<file path="src/rtl/uart_frame_assembler.sv">
// Assembles SYNC/opcode/A/B/checksum UART byte frames into one 66-bit frame word.
// Latency: frame_valid rises 1 clk after the checksum byte strobe; errors pulse 1 clk after the cause.
// Backpressure: a checked frame is held until frame_ready; bytes arriving meanwhile are dropped with overrun.
module uart_frame_assembler #(
    parameter logic [7:0]  SYNC_BYTE      = 8'hA5,
    parameter int unsigned TIMEOUT_CYCLES = 50000
) (
    input  logic        clk,
    input  logic        reset,
    input  logic [7:0]  rx_data,
    input  logic        rx_valid,
    input  logic        frame_ready,
    output logic [65:0] frame_data,
    output logic        frame_valid,
    output logic        frame_err,
    output logic [1:0]  err_code,
    output logic        overrun,
    output logic        busy
);
    localparam logic [19:0] IDLE_LIMIT = 20'(TIMEOUT_CYCLES - 1);

    typedef enum logic [2:0] {HUNT, OPC, DATA, CHK, HOLD} state_t;

    state_t      state;
    state_t      state_nxt;
    logic [1:0]  opcode;
    logic [63:0] staging;
    logic [2:0]  byte_cnt;
    logic [7:0]  xor_acc;
    logic [19:0] idle_cnt;
    logic        in_frame;
    logic        timeout;
    logic        abort;
    logic        load_frame;
    logic [1:0]  abort_code;

    assign in_frame = (state == OPC) || (state == DATA) || (state == CHK);
    // A byte landing on the would-be timeout cycle wins over the timeout.
    assign timeout  = in_frame && !rx_valid && (idle_cnt == IDLE_LIMIT);
    assign busy     = (state != HUNT);

    always_comb begin
        state_nxt  = state;
        abort      = 1'b0;
        abort_code = 2'b00;
        load_frame = 1'b0;
        case (state)
            HUNT: begin
                if (rx_valid && rx_data == SYNC_BYTE) state_nxt = OPC;
            end
            OPC: begin
                if (rx_valid) begin
                    if (rx_data[7:2] == 6'd0) begin
                        state_nxt = DATA;
                    end else begin
                        abort      = 1'b1;
                        abort_code = 2'b01;
                    end
                end else if (timeout) begin
                    abort      = 1'b1;
                    abort_code = 2'b11;
                end
            end
            DATA: begin
                if (rx_valid) begin
                    if (byte_cnt == 3'd7) state_nxt = CHK;
                end else if (timeout) begin
                    abort      = 1'b1;
                    abort_code = 2'b11;
                end
            end
            CHK: begin
                if (rx_valid) begin
                    if (rx_data == xor_acc) begin
                        load_frame = 1'b1;
                        state_nxt  = HOLD;
                    end else begin
                        abort      = 1'b1;
                        abort_code = 2'b10;
                    end
                end else if (timeout) begin
                    abort      = 1'b1;
                    abort_code = 2'b11;
                end
            end
            HOLD: begin
                if (frame_ready) state_nxt = HUNT;
            end
            default: state_nxt = HUNT;
        endcase
        if (abort) state_nxt = HUNT;
    end

    always_ff @(posedge clk) begin
        if (reset) state <= HUNT;
        else       state <= state_nxt;
    end

    always_ff @(posedge clk) begin
        if (reset) begin
            frame_data  <= '0;
            frame_valid <= 1'b0;
            frame_err   <= 1'b0;
            err_code    <= 2'b00;
            overrun     <= 1'b0;
            opcode      <= 2'b00;
            staging     <= '0;
            byte_cnt    <= 3'd0;
            xor_acc     <= 8'd0;
            idle_cnt    <= 20'd0;
        end else begin
            frame_err <= abort;
            overrun   <= (state == HOLD) && rx_valid;
            if (abort) err_code <= abort_code;

            if (load_frame) begin
                frame_data  <= {opcode, staging};
                frame_valid <= 1'b1;
            end else if (state == HOLD && frame_ready) begin
                frame_valid <= 1'b0;
            end

            // Per-frame accumulators are zero whenever no frame is being collected.
            if (!in_frame || abort || load_frame) begin
                byte_cnt <= 3'd0;
                xor_acc  <= 8'd0;
                idle_cnt <= 20'd0;
            end else if (rx_valid) begin
                idle_cnt <= 20'd0;
                xor_acc  <= xor_acc ^ rx_data;
                if (state == OPC) opcode <= rx_data[1:0];
                if (state == DATA) begin
                    staging  <= {staging[55:0], rx_data};
                    byte_cnt <= byte_cnt + 3'd1;
                end
            end else begin
                idle_cnt <= idle_cnt + 20'd1;
            end
        end
    end
endmodule

</file>
<file path="config.mk">
export PLATFORM = sky130hd
export DESIGN_NAME = uart_frame_assembler
export DESIGN_NICKNAME = d
export VERILOG_FILES = /design/src/rtl/uart_frame_assembler.sv
export SDC_FILE = /design/constraint.sdc
export NUM_CORES = 1
export LEC_CHECK = 0
export ABC_CLOCK_PERIOD_IN_PS = 4200
export CAP_MARGIN = 0
export CORE_MARGIN = 1
export CORE_UTILIZATION = 40
export DETAILED_ROUTE_END_ITERATION = 7
export PLACE_DENSITY_LB_ADDON = 0.15
export SYNTH_ARGS = -nofsm -noshare
export SYNTH_HDL_FRONTEND = slang
export SYNTH_SLANG_ARGS = --single-unit
</file>
<file path="constraint.sdc">
create_clock -name clk -period 4.2 [get_ports clk]
set_input_delay 1.26 -clock clk [delete_from_list [all_inputs] [get_ports clk]]
set_output_delay 1.26 -clock clk [all_outputs]
set_load 0.005 [all_outputs]
</file>
==> flow_summary.ini, run 1 <==
[status]
outcome = finished clean

[clock_network]
cts_buffers = 17
cts_hold_buf = 0
clkSinkCount = 171
post_cts_buffers = 0
clock_path_buffers = 2
cts_tree = done
cts_resized = 0
clkTransAtPathRegs_ns = 0.06
cts_max_level = 4
cts-root-buf = clkbuf_16
insertion_delay_ns = 0.42

[pwr]
combPwrFrac_pct = 1.7
p_leak_nw = 2.64
p_seq_share_pct = 50.8
switchingPower_mw = 0.655
swShare_pct = 20.5
power_density_nw_per_um2 = 400
irDropWorstVdd_mv = 0.281
p_int_mw = 2.54
clkPwrFrac_pct = 47.5

[global_route]
grtUsageTotal_pct = 17.8
grt_pass1_vias = 4770
grt_pass1_wl_um = 23000
grt_max_degree = 84
grt-ovfl-total = 0
antenna_found_initial = 0

[logic_synthesis]
ys_types = 41
synth_fp_nets = 729
netlist_instances = 714
synthesis.area_sq_um = 6410
synth_edf_count = 0
ys_seq_elements = 171
async_flop_share_pct = 0
seq_area_frac_synth_pct = 53.4
avgSynthCellArea_sq_um = 8.97
yosys_warnings = 0
ys.flop_type = dfxtp_1

[final_layout]
num-nets-final = 797
drive_above_1_share_pct = 6.42
diodes = 0
area_delta_synth_final_pct = 24.7
layout_common_cells = dfxtp_1 (171), nand2_1 (153), nor2_1 (112), clkdlybuf4s50_1 (82), a21oi_1 (69)
final_common_cell = dfxtp_1

[critical_path]
critical_path.startpoint_type = primary input
crit_slowest_cell = clkdlybuf4s50_1
cp.arrival_ns = 3.45
critPathCaptureType = flip-flop
cp.required_ns = 4.54
cp_max_fo = 11
critPathMaxStageDelay_ns = 0.48
r2r_cells = 6
path_cells = clkdlybuf4s50_1, or3_4, o41a_1, a31oi_2, nand4b_1, a21oi_1
critPathKind = in2reg

[sta]
fin_setup_tns_ns = 0
worst_slack_ns = 1.08
post-route-period-util_pct = 74.2
rsz0062_at_grt = no
worst_slew_pin_slew_ns = 0.848
setup_viol = 0
slew_headroom_pct = 43.4
finalCriticalPeriod_ns = 3.12
fmax_mhz = 321
fin_skew_ns = 0.00842
finalHoldViolCount = 0
slew_viol_final = 0

[min_path]
min_path_type = reg2reg
whs_path_depth = 2

[place]
place_congestion = 0.802
place.port_buffers = 83
hpwlAfterDp_um = 9120
post-place-ws_ns = 0.645

[drt]
ant_nets = 0
wl_um = 13800
drcViolationCount = 0
via_per_inst = 4.90
drt_pass1_iterations = 4
routed-via-count = 4931
drtIter0Drc = 283
drt-wirelength-per-cell_um = 13.7

[floorplanning]
core_area_sq_um = 15400
rows = 45
dieArea_sq_um = 16500
io_pins = 84
chipWidth_um = 129
die_h_um = 129
start_util_pct = 41.5

[flow_run]
maxCapViolations = 0
## power groups by stage
stage	Sequential [mW]	Clock (mW)	Combinational, mW
6_report	1.62	1.52	0.0539
5_1_grt	1.62	1.62	0.0593
4_1_cts	1.62	1.55	0.0545
3_5_place_dp	1.66	0	0.0545
3_3_place_gp	1.66	0	0.0534
2_1_floorplan	1.66	0	0.0303
## per-stage QoR
stage	util, %	hold WS [ns]	cells	area (sq um)	total power, mW
floorplan	-	0.436	714	6410	1.69
global placement	48.0	0.450	974	7410	1.71
detailed placement	48.0	0.453	974	7410	1.71
CTS	51.8	0.462	1006	7990	3.23
global route	51.8	0.478	1006	7990	3.30
finish	51.8	0.457	1006	7990	3.19
## cells by family after synthesis
kind of cell             share of synthesized area [%]
adder cells (fa/ha/maj)                          0.586
AO/OA/AOI/OAI                                     6.88
flip-flops                                        53.4
multiplexers                                      10.6
buffers and inverters                             3.26
XOR/XNOR                                          4.65
AND/OR/NAND/NOR                                   20.6
## final timing paths
kind	slack, ns	startpoint	end
setup / recovery	1.08	rx_data[3]	byte_cnt[2]
hold / removal	0.46	staging[56]	staging[56]
setup reg to reg	2.14	idle_cnt[0]	xor_acc[4]
hold reg to reg	0.46	staging[56]	staging[56]
## layer usage
metal  GRT usage, %  part of all wire, %  vias to the layer above
li1               -                    -                     2493
met1           22.4                   47                     2336
met2           29.3                   48                       84
met3           4.32                  3.6                       18
met4           6.78                  1.6                        0
met5              0                    0                        -
## flip-flops by register name, indices dropped and copies added, names as in the netlist
register     flops
state            3
frame_valid      1
frame_err        1
byte_cnt         3
staging         64
idle_cnt        20
opcode           2
err_code         2
xor_acc          8
overrun          1
frame_data      66
## cell type report
cell class	instances	area (sq um)
Tap cell	211	264
Multi-Input combinational cell	497	2790
Fill cell	1460	7440
Sequential cell	171	3420
Inverter	5	18.8
Clock buffer	19	453
Timing Repair Buffer	90	918
Clock inverter	13	124
## Yosys cell counts, drive strengths merged (5+ instances only)
cell type  count  area share [%]
inv            5            0.29
nand3         15             1.3
clkbuf        24             1.4
dfxtp        171              53
or3            5            0.57
nor2         112             6.6
buf           17             1.6
xor2          20             2.7
nand4          6            0.59
nand2        153             9.0
mux2i         68              11
a21oi         70             5.5
xnor2         14             1.9
## worst max-delay path, delay by kind of cell
| family | cells | cell delay (ns) |
|---|---|---|
| AOI/OAI and AO/OA | 3 | 0.85 |
| buffers and inverters | 1 | 0.48 |
| and+or+nand+nor | 2 | 0.87 |
Note: power is estimated with default switching activity, not from simulation.
==> run 2, diff against run 1 <==
Settings changed: ABC_CLOCK_PERIOD_IN_PS 4200 to 2800.
Clock period 4.2 ns to 2.8 ns, I/O delays scaled along.
==> run 2 against run 1 <==
Net effect: first-iteration DRC count rose by 2.1%; via count fell by 0.14%; clock skew fell by 0.0019 ns; clock-buffer cell count rose by 7; final cell count rose by 1.5%; worst hold slack improved by 0.0011 ns; sequential cell count did not move.
==> flow_summary.ini, run 2 (synthesis results as in run 1) <==
[pwr]
power_density_nw_per_um2 = 587
p_total_mw = 4.76
irDropWorstVdd_mv = 0.388
p_leak_nw = 2.71

[global_route]
grt_max_degree = 68
grtUsageTotal_pct = 17.8
antenna_found_initial = 0
grt_pass1_vias = 4662
grt-ovfl-total = 0
grt_pass1_wl_um = 23100

[place]
post-place-ws_ns = -0.00857
placed_cells = 989
dpl_cell_area_sq_um = 7550
place_congestion = 0.816
place.port_buffers = 83
hpwlAfterDp_um = 9420

[critical_path]
cp_max_fo = 10
critPathBufInv = 1
path_cells = or3_1, clkdlybuf4s50_1
cp.required_ns = 1.96
critPathCaptureType = output pin
crit_family = buffers and inverters
critPathMaxStageDelay_ns = 0.46
r2r-end = idle_cnt[4]
r2r_cells = 7
cp.arrival_ns = 1.70
r2r_start = idle_cnt[0]
critical_path.startpoint_type = flip-flop
crit_slowest_cell = clkdlybuf4s50_1
rrSetupSlack_ns = 0.90
critPathKind = reg2out

[floorplanning]
core_area_sq_um = 15400
io_pins = 84
die_h_um = 129
start_util_pct = 41.5
rows = 45
chipWidth_um = 129
dieArea_sq_um = 16500

[drt]
via_per_inst = 4.82
ant_nets = 0
drt-wirelength-per-cell_um = 13.6
wl_um = 13900
routed-via-count = 4924
drtIter0Drc = 289
drcViolationCount = 0
drt_pass1_iterations = 4

[clock_network]
cts_tree = done
cts-root-buf = clkbuf_16
insertion_delay_ns = 0.42
post_cts_buffers = 0
clkTransAtPathRegs_ns = 0.06
clock_path_buffers = 2
clkSinkCount = 171
cts_max_level = 4
cts_resized = 0
cts_buffers = 17
cts_hold_buf = 0

[sta]
post-route-period-util_pct = 90.6
worst_slew_pin_slew_ns = 0.663
slew_viol_final = 0
fmax_mhz = 394
finalCriticalPeriod_ns = 2.54
slew_headroom_pct = 55.8
setup_viol = 0
holdWs_ns = 0.458
finalHoldViolCount = 0
fin_skew_ns = 0.00656
rsz0062_at_grt = no
fin_setup_tns_ns = 0
worst_slack_ns = 0.263

[min_path]
min_path_type = reg2reg
whs_path_depth = 2
min_from = staging[59]
min_to = staging[59]

[final_layout]
fillers = 1440
layout_common_cells = dfxtp_1 (171), nand2_1 (153), nor2_1 (112), clkdlybuf4s50_1 (82), a21oi_1 (69)
diodes = 0
top_regs = frame_data x66, staging x64, idle_cnt x20
area_delta_synth_final_pct = 26.7
instances_no_fill = 1021
largest_register = frame_data
final_common_cell = dfxtp_1
drive_above_1_share_pct = 7.65
final_util_pct = 52.6
largest_register_ff_count = 66
num-nets-final = 812
final_area_sq_um = 8120

[status]
outcome = finished clean

[flow_run]
maxCapViolations = 0
-- run 2: power breakdown --
group	internal (mW)	switching (mW)
clock	1.34	0.899
combinational	0.0345	0.0584
sequential	2.43	0.0000949
total	3.81	0.957
-- run 2: worst max path at each step --
| stage | start | end | slack (ns) | cells past startpoint |
|---|---|---|---|---|
| after floorplan | rx_data[3] | byte_cnt[1] | 0.60 | 6 |
| final | state[2] | busy | 0.26 | 2 |
| after global placement | rx_data[6] | frame_data[58] | 0.04 | 7 |
| after global routing | state[2] | busy | 0.19 | 2 |
| after detailed placement | rx_data[6] | frame_data[43] | -0.009 | 7 |
| after CTS | state[2] | busy | 0.22 | 2 |
-- run 2: final cells by class --
cell class                 instances  area (sq um)  area share [%]
clock inverter                     6          60.1           0.740
tap                              211           264            3.25
inverter                           5          18.8           0.231
clock buffer                      26           509            6.27
timing repair buffer             105          1060            13.0
sequential                       171          3420            42.2
multi-input combinational        497          2790            34.3
-- run 2: metal layers --
| metal | up-vias | routed length, um | GRT usage, % | part of all wire (%) |
|---|---|---|---|---|
| li1 | 2523 | - | - | - |
| met1 | 2289 | 6670 | 23.3 | 48 |
| met2 | 97 | 6540 | 28.5 | 47 |
| met3 | 15 | 519 | 4.66 | 3.7 |
| met4 | 0 | 172 | 6.23 | 1.2 |
| met5 | - | 0 | 0 | 0 |
-- run 2: worst reg2reg max path, stage by stage, from the launching register on --
cell     delay (ns)
dfxtp_1        0.39
ha_1           0.26
nand2_1        0.10
nor4_1         0.44
nand2_1        0.15
nand3_2        0.16
buf_4          0.22
nor2_1         0.07
